File: src/rtl/apb_slv_pkg.sv
// Shared types and constants for the APB register-bank slave.
// FSM states, register word indices and CTRL/STATUS bit positions.
package apb_slv_pkg;

    typedef enum logic [1:0] {
        IDLE,
        SETUP,
        ACCESS
    } apb_state_e;

    localparam logic [2:0] IDX_CTRL    = 3'd0;
    localparam logic [2:0] IDX_STATUS  = 3'd1;
    localparam logic [2:0] IDX_FIFO    = 3'd2;
    localparam logic [2:0] IDX_COUNTER = 3'd3;
    localparam logic [2:0] IDX_SCRATCH = 3'd4;
    localparam logic [2:0] IDX_ID      = 3'd5;

    localparam int CTRL_FIFO_EN  = 0;
    localparam int CTRL_CNT_EN   = 1;
    localparam int CTRL_IRQ_EN   = 2;
    localparam int CTRL_WAIT_LSB = 4;
    localparam int CTRL_WAIT_MSB = 7;

    localparam logic [7:0] CTRL_MASK = 8'hF7;

    localparam int ST_EMPTY = 8;
    localparam int ST_FULL  = 9;
    localparam int ST_OVF   = 16;
    localparam int ST_UDF   = 17;
    localparam int ST_PERR  = 18;

    localparam logic [31:0] ID_DEFAULT = 32'hA5B0_0001;

endpackage

File: src/rtl/apb_slv_fifo.sv
// Synchronous FIFO for the register-bank data port.
// Full pushes and empty pops are dropped and reported as one-cycle strobes.
module apb_slv_fifo #(
    parameter int DEPTH = 4,
    parameter int AW    = $clog2(DEPTH)
) (
    input  logic          clk,
    input  logic          rst_n,
    input  logic          push,
    input  logic          pop,
    input  logic [31:0]   wdata,
    output logic [31:0]   head,
    output logic          full,
    output logic          empty,
    output logic [AW:0]   level,
    output logic          ovf,
    output logic          udf
);

    localparam logic [AW:0] FULL_LVL = (AW + 1)'(DEPTH);

    logic [31:0]   mem [DEPTH];
    logic [AW-1:0] wr_ptr;
    logic [AW-1:0] rd_ptr;
    logic [AW:0]   cnt_q;
    logic          do_push;
    logic          do_pop;

    assign full    = (cnt_q == FULL_LVL);
    assign empty   = (cnt_q == '0);
    assign level   = cnt_q;
    assign head    = mem[rd_ptr];
    assign do_push = push && !full;
    assign do_pop  = pop && !empty;
    assign ovf     = push && full;
    assign udf     = pop && empty;

    always_ff @(posedge clk) begin
        if (do_push) begin
            mem[wr_ptr] <= wdata;
        end
    end

    always_ff @(posedge clk) begin
        if (!rst_n) begin
            wr_ptr <= '0;
            rd_ptr <= '0;
            cnt_q  <= '0;
        end else begin
            if (do_push) begin
                wr_ptr <= wr_ptr + 1'b1;
            end
            if (do_pop) begin
                rd_ptr <= rd_ptr + 1'b1;
            end
            if (do_push && !do_pop) begin
                cnt_q <= cnt_q + 1'b1;
            end else if (do_pop && !do_push) begin
                cnt_q <= cnt_q - 1'b1;
            end
        end
    end

endmodule

File: src/rtl/apb_slave_regbank.sv
// APB register-bank slave: CTRL, STATUS, FIFO, COUNTER, SCRATCH, ID.
// Define APB_SLV_WAIT_EN to add the pready port and CTRL.wait_cnt wait states.
module apb_slave_regbank
    import apb_slv_pkg::*;
#(
    parameter int          SEL_IDX    = 0,
    parameter int          FIFO_DEPTH = 4,
    parameter logic [31:0] ID_VALUE   = ID_DEFAULT
) (
    input  logic        hclk,
    input  logic        hresetn,
    input  logic [2:0]  psel,
    input  logic        penable,
    input  logic        pwrite,
    input  logic [31:0] paddr,
    input  logic [31:0] pwdata,
    output logic [31:0] pr_data,
`ifdef APB_SLV_WAIT_EN
    output logic        pready,
`endif
    output logic        irq
);

    localparam int AW = $clog2(FIFO_DEPTH);

    apb_state_e  state_q, state_d;
    logic        sel;
    logic        unused_sel;
    logic [31:0] addr_q;
    logic        write_q;
    logic [31:0] wdata_q;
    logic [7:0]  ctrl_q;
    logic [31:0] cnt_q;
    logic [31:0] scratch_q;
    logic        ovf_q, udf_q, perr_q;
    logic        latch, launch, commit, perr_set;
    logic        ready, acc_err;
    logic [2:0]  idx;
    logic [31:0] status_w;
    logic [31:0] rdata_mux;
    logic [2:0]  w1c;
    logic        wr_commit, rd_commit;
    logic        fifo_push, fifo_pop;
    logic [31:0] fifo_head;
    logic        fifo_full, fifo_empty;
    logic [AW:0] fifo_level;
    logic        fifo_ovf, fifo_udf;

    assign sel        = psel[SEL_IDX];
    assign unused_sel = ^psel;
    assign idx        = addr_q[4:2];

`ifdef APB_SLV_WAIT_EN
    logic [3:0] wait_q;

    assign ready  = (wait_q == 4'd0);
    assign pready = (state_q != ACCESS) || ready;
`else
    assign ready = 1'b1;
`endif

    // During ACCESS the initiator either holds the same transfer or moves on.
    assign acc_err = (sel && penable && (paddr != addr_q || pwrite != write_q))
                   || (!ready && !(sel && penable));

    always_comb begin
        state_d  = state_q;
        latch    = 1'b0;
        launch   = 1'b0;
        commit   = 1'b0;
        perr_set = 1'b0;
        unique case (state_q)
            IDLE: begin
                if (sel && penable) begin
                    perr_set = 1'b1;
                end else if (sel) begin
                    state_d = SETUP;
                    latch   = 1'b1;
                end
            end
            SETUP: begin
                if (!sel) begin
                    perr_set = 1'b1;
                    state_d  = IDLE;
                end else if (penable) begin
                    state_d = ACCESS;
                    launch  = 1'b1;
                end else begin
                    latch = 1'b1;
                end
            end
            ACCESS: begin
                if (acc_err) begin
                    perr_set = 1'b1;
                    state_d  = IDLE;
                end else if (ready) begin
                    commit = 1'b1;
                    if (sel && !penable) begin
                        state_d = SETUP;
                        latch   = 1'b1;
                    end else begin
                        state_d = IDLE;
                    end
                end
            end
            default: state_d = IDLE;
        endcase
    end

    assign wr_commit = commit && write_q;
    assign rd_commit = commit && !write_q;
    assign fifo_push = wr_commit && idx == IDX_FIFO && ctrl_q[CTRL_FIFO_EN];
    assign fifo_pop  = rd_commit && idx == IDX_FIFO;
    assign w1c = (wr_commit && idx == IDX_STATUS) ?
                 wdata_q[ST_PERR:ST_OVF] : 3'b000;

    assign status_w = {13'b0, perr_q, udf_q, ovf_q, 6'b0,
                       fifo_full, fifo_empty, 3'b0, 5'(fifo_level)};

    always_comb begin
        rdata_mux = '0;
        unique case (1'b1)
            idx == IDX_CTRL:    rdata_mux = {24'b0, ctrl_q};
            idx == IDX_STATUS:  rdata_mux = status_w;
            idx == IDX_FIFO:    rdata_mux = fifo_empty ? '0 : fifo_head;
            idx == IDX_COUNTER: rdata_mux = cnt_q;
            idx == IDX_SCRATCH: rdata_mux = scratch_q;
            idx == IDX_ID:      rdata_mux = ID_VALUE;
            default:            rdata_mux = '0;
        endcase
    end

    assign irq = (ovf_q || udf_q || perr_q) && ctrl_q[CTRL_IRQ_EN];

    always_ff @(posedge hclk) begin
        if (!hresetn) begin
            state_q   <= IDLE;
            addr_q    <= '0;
            write_q   <= 1'b0;
            wdata_q   <= '0;
            pr_data   <= '0;
            ctrl_q    <= '0;
            cnt_q     <= '0;
            scratch_q <= '0;
            ovf_q     <= 1'b0;
            udf_q     <= 1'b0;
            perr_q    <= 1'b0;
        end else begin
            state_q <= state_d;
            if (latch) begin
                addr_q  <= paddr;
                write_q <= pwrite;
            end
            if (launch) begin
                wdata_q <= pwdata;
            end
            // Read data is fixed for the whole ACCESS phase, zero otherwise.
            if (launch) begin
                pr_data <= write_q ? '0 : rdata_mux;
            end else if (state_d != ACCESS) begin
                pr_data <= '0;
            end
            if (wr_commit && idx == IDX_CTRL) begin
                ctrl_q <= wdata_q[7:0] & CTRL_MASK;
            end
            if (wr_commit && idx == IDX_SCRATCH) begin
                scratch_q <= wdata_q;
            end
            if (ctrl_q[CTRL_CNT_EN]) begin
                cnt_q <= cnt_q + 32'd1;
            end
            ovf_q  <= (ovf_q && !w1c[0]) || fifo_ovf;
            udf_q  <= (udf_q && !w1c[1]) || fifo_udf;
            perr_q <= (perr_q && !w1c[2]) || perr_set;
        end
    end

`ifdef APB_SLV_WAIT_EN
    always_ff @(posedge hclk) begin
        if (!hresetn) begin
            wait_q <= '0;
        end else if (latch) begin
            wait_q <= ctrl_q[CTRL_WAIT_MSB:CTRL_WAIT_LSB];
        end else if (state_q == ACCESS && wait_q != 4'd0) begin
            wait_q <= wait_q - 4'd1;
        end
    end
`endif

    apb_slv_fifo #(
        .DEPTH (FIFO_DEPTH)
    ) u_fifo (
        .clk   (hclk),
        .rst_n (hresetn),
        .push  (fifo_push),
        .pop   (fifo_pop),
        .wdata (wdata_q),
        .head  (fifo_head),
        .full  (fifo_full),
        .empty (fifo_empty),
        .level (fifo_level),
        .ovf   (fifo_ovf),
        .udf   (fifo_udf)
    );

endmodule
File: config.mk
export PLATFORM = sky130hd
export DESIGN_NAME = apb_slave_regbank
export DESIGN_NICKNAME = d
export VERILOG_FILES = /design/src/rtl/apb_slv_pkg.sv /design/src/rtl/apb_slv_fifo.sv /design/src/rtl/apb_slave_regbank.sv
export SDC_FILE = /design/constraint.sdc
export NUM_CORES = 1
export LEC_CHECK = 0
export ABC_AREA = 1
export BUFFER_PORTS_ARGS = -buffer_cell sky130_fd_sc_hd__buf_4
export CAP_MARGIN = 30
export CORE_MARGIN = 2
export CORE_UTILIZATION = 59
export DETAILED_ROUTE_END_ITERATION = 7
export PLACE_DENSITY = 0.79
export SYNTH_ARGS = -nofsm -noshare
export SYNTH_HDL_FRONTEND = slang
export SYNTH_SLANG_ARGS = --single-unit
File: constraint.sdc
create_clock -name hclk -period 4.6 [get_ports hclk]
set_input_delay 0.92 -clock hclk [delete_from_list [all_inputs] [get_ports hclk]]
set_output_delay 0.92 -clock hclk [all_outputs]
set_load 0.005 [all_outputs]
==> results.txt <==
Outcome: finished clean
DR DRC count: 0
CTS sink cnt: 310
CTS tree: done
# rows: 52
Clock skew: 0.00866 ns
Hold Startpoint: cnt_q[31]
Top post-synthesis cells by area: edfxtp_1 31%, dfxtp_1 30%, nor2_1 11%, o21ai_0 7.7%, nand2_1 3.5%
Routed wire length: 30.4 mm
Max-Slew Margin vs Limit: 0.294
Slew Limit Fails: 0
Reg2reg path depth: 19
Core area: 20400 µm²
# resized after CTS: 0
Crit path capture type: register
Number of CTS-inserted buffers: 31
Register clock-pin slew on the reported worst setup and hold paths: 0.06 ns
Peak supply drop: 0.000278 V
Final hold vios: 0
Startpoint types: input port
Die width: 149 µm
Vias per Instance: 5.71
PwrDens: 389 nW/µm²
Area grow syn2layout: 16.9%
Crit path kind: in2reg
# placed instances: 1683
Setup Fix Bufs, Post-CTS: 0
DR pass1 iterations: 5
Yosys reg bits: 310
Commonest cells post-synth: 351 x nor2_1, 189 x o21ai_0, 182 x dfxtp_1
Synthesized area: 12400 µm²
Die height: 149 µm
Largest family of logic cells by synthesized area: simple AND/OR/NAND/NOR gates
Mux cell area share after synthesis: 0
Worst reg2reg path endpoint: u_fifo.level[2]
R2R Path Start: addr_q[6]
Static Leak: 5.23 nW
Global-route wire length before repair: 48.3 mm
Top cell type by total area after synthesis: edfxtp_1
DP Wirelength: 19.4 mm
Share of flip-flops with an asynchronous set or reset: 0
Via Count: 9932
Wire per inst: 17.5 µm
Prevailing post-synth register cell: dfxtp_1
Synth Warn #: 0
Vias in the first global route: 9650
Min Tclk post-route: 3.42 ns
Synth top area share: 0.311
Worst Path Max Fanout: 4
Layout cells sized above 1: 0.128
Simple-gate share of the synthesized area: 0.169
RSZ-0062 raised after global routing: false
Hold Path Class: reg2reg
Top Ports: 104
Reg2Reg Setup Slack: 1.29 ns
EDFF count, synth: 128
Power Total: 5.61 mW
Fmax: 293 MHz
Pin count of the biggest net entering global routing: 110
Syn_area_per_cell: 9.11 µm²
Synth Area in Compound Gates: 0.145
Slew @ Worst Pin: 1.06 ns
Initial antenna violation count: 0
Antenna diodes: 0
Count leader, synth: nor2_1
Hold_buf cts: 0
Sequential element share of the synthesized area: 0.606
Setup TNS: 0 ns
Clk Latency, worst-skew pair: 0.54 ns
DRT antenna net count: 0
CP arrival: 3.84 ns
Hold path depth: 2
Setup violators final: 0
Post-Synth XOR/XNOR Area: 0.0234
Starting Density: 0.606
Dpl cell area: 13400 µm²
Placer Congestion: 0.935
Port buffer count: 101
Max Cap Viol: 0
Clk root buf: clkbuf_16
Overflow after GRT: 0
Full die area: 22100 µm²
Post-Synth Adder-Cell Area: 0.00770
Initial DRC count: 776
Crit share post-route: 0.743
Bufs on Longest Clock Path: 3
Layout Cells excl Fill: 1740
Nets: 1524
Hold EP: cnt_q[31]
Netlist cell types: 37
Final instance area: 14400 µm²
Post-Syn Nets: 1434
H-tree levels: 1
Tot GR Track Use: 0.276
CP Data Required Time: 5.02 ns
Mapped Cells: 1356
Critical path origin: paddr[6]
[worst max path at each step]
stage | to | slack, ns
4_1_cts | u_fifo.level[2] | 1.32
5_1_grt | u_fifo.level[2] | 1.00
6_report | u_fifo.level[2] | 1.18
3_5_place_dp | u_fifo.level[2] | 0.82
2_1_floorplan | u_fifo.mem[0][0] | 0.77
3_3_place_gp | u_fifo.level[2] | 0.95
[final cells by class]
class	instances	area (µm²)
clock buffer	46	893
inverter	92	345
timing repair buffer	122	961
sequential	310	7490
multi-input combinational	889	4280
fill	1540	5930
clock inverter	11	130
tap	270	338
[layer usage]
metal	vias up	global-route usage	part of all wire
met1	4691	0.353	0.41
met5	-	0	0
met4	0	0.0995	0.030
met3	70	0.0436	0.074
met2	406	0.477	0.49
li1	4765	-	-
[layout by cell type, fill, tap and decap left out, drive strengths merged, types with 12 or more instances in the layout]
master and instances:
nor2 355, o21ai 190, nor3 14, inv 91, a221oi 18, buf 122
dfxtp 182, o22ai 33, edfxtp 128, nand2 118, a21oi 56, xnor2 21
clkbuf 46, nand3 19, xor2 12
[kinds of logic (layout without fill, tap and decap cells)]
logic type | after synthesis | in the layout
adder cells (fa/ha/maj) | 7 | 7
AO/OA/AOI/OAI | 324 | 324
flip-flops | 310 | 310
AND/OR/NAND/NOR | 525 | 525
XOR/XNOR | 33 | 33
buffers and inverters | 157 | 271
[flip-flops by register name (all words and copies together), names as in the netlist, named ones only]
register and cells:
cnt_q 32, u_fifo.wr_ptr 2, write_q 1, scratch_q 32, u_fifo.level 3, u_fifo.mem 128
u_fifo.rd_ptr 2, ovf_q 1, state_q 2, addr_q 32, pr_data 32, udf_q 1
perr_q 1, ctrl_q 7, wdata_q 32
[power breakdown]
| part | switching [mW] | leakage [nW] | internal, mW | total, mW |
|---|---|---|---|---|
| Clock | 1.01 | 0.502 | 1.50 | 2.51 |
| Combinational | 0.112 | 2.25 | 0.0888 | 0.200 |
| Sequential | 0.0250 | 2.48 | 2.87 | 2.90 |
| Total | 1.14 | 5.23 | 4.47 | 5.61 |
[metrics by stage]
stage / util / hold slack, ns / worst slack (ns)
floorplan: - / 0.439 / 0.770
global placement: 0.656 / 0.451 / 0.954
detailed placement: 0.659 / 0.456 / 0.815
CTS: 0.709 / 0.466 / 1.32
global route: 0.709 / 0.500 / 1.00
finish: 0.709 / 0.467 / 1.18
[critical path, cell delays in order]
cell     delay (ns)
buf_4          0.12
nand2_1        0.06
nand2_1        0.06
nor2_1         0.13
nand2_1        0.07
nor2_1         0.11
nand2_1        0.07
nor2_1         0.08
nand2_1        0.11
nand2_1        0.13
nand3_2        0.13
nor3_1         0.60
ha_1           0.28
inv_1          0.08
fa_1           0.38
a21oi_1        0.15
o21ai_0        0.12
o21ai_0        0.18
a21oi_1        0.05
Note: power is estimated with default switching activity, not from simulation.
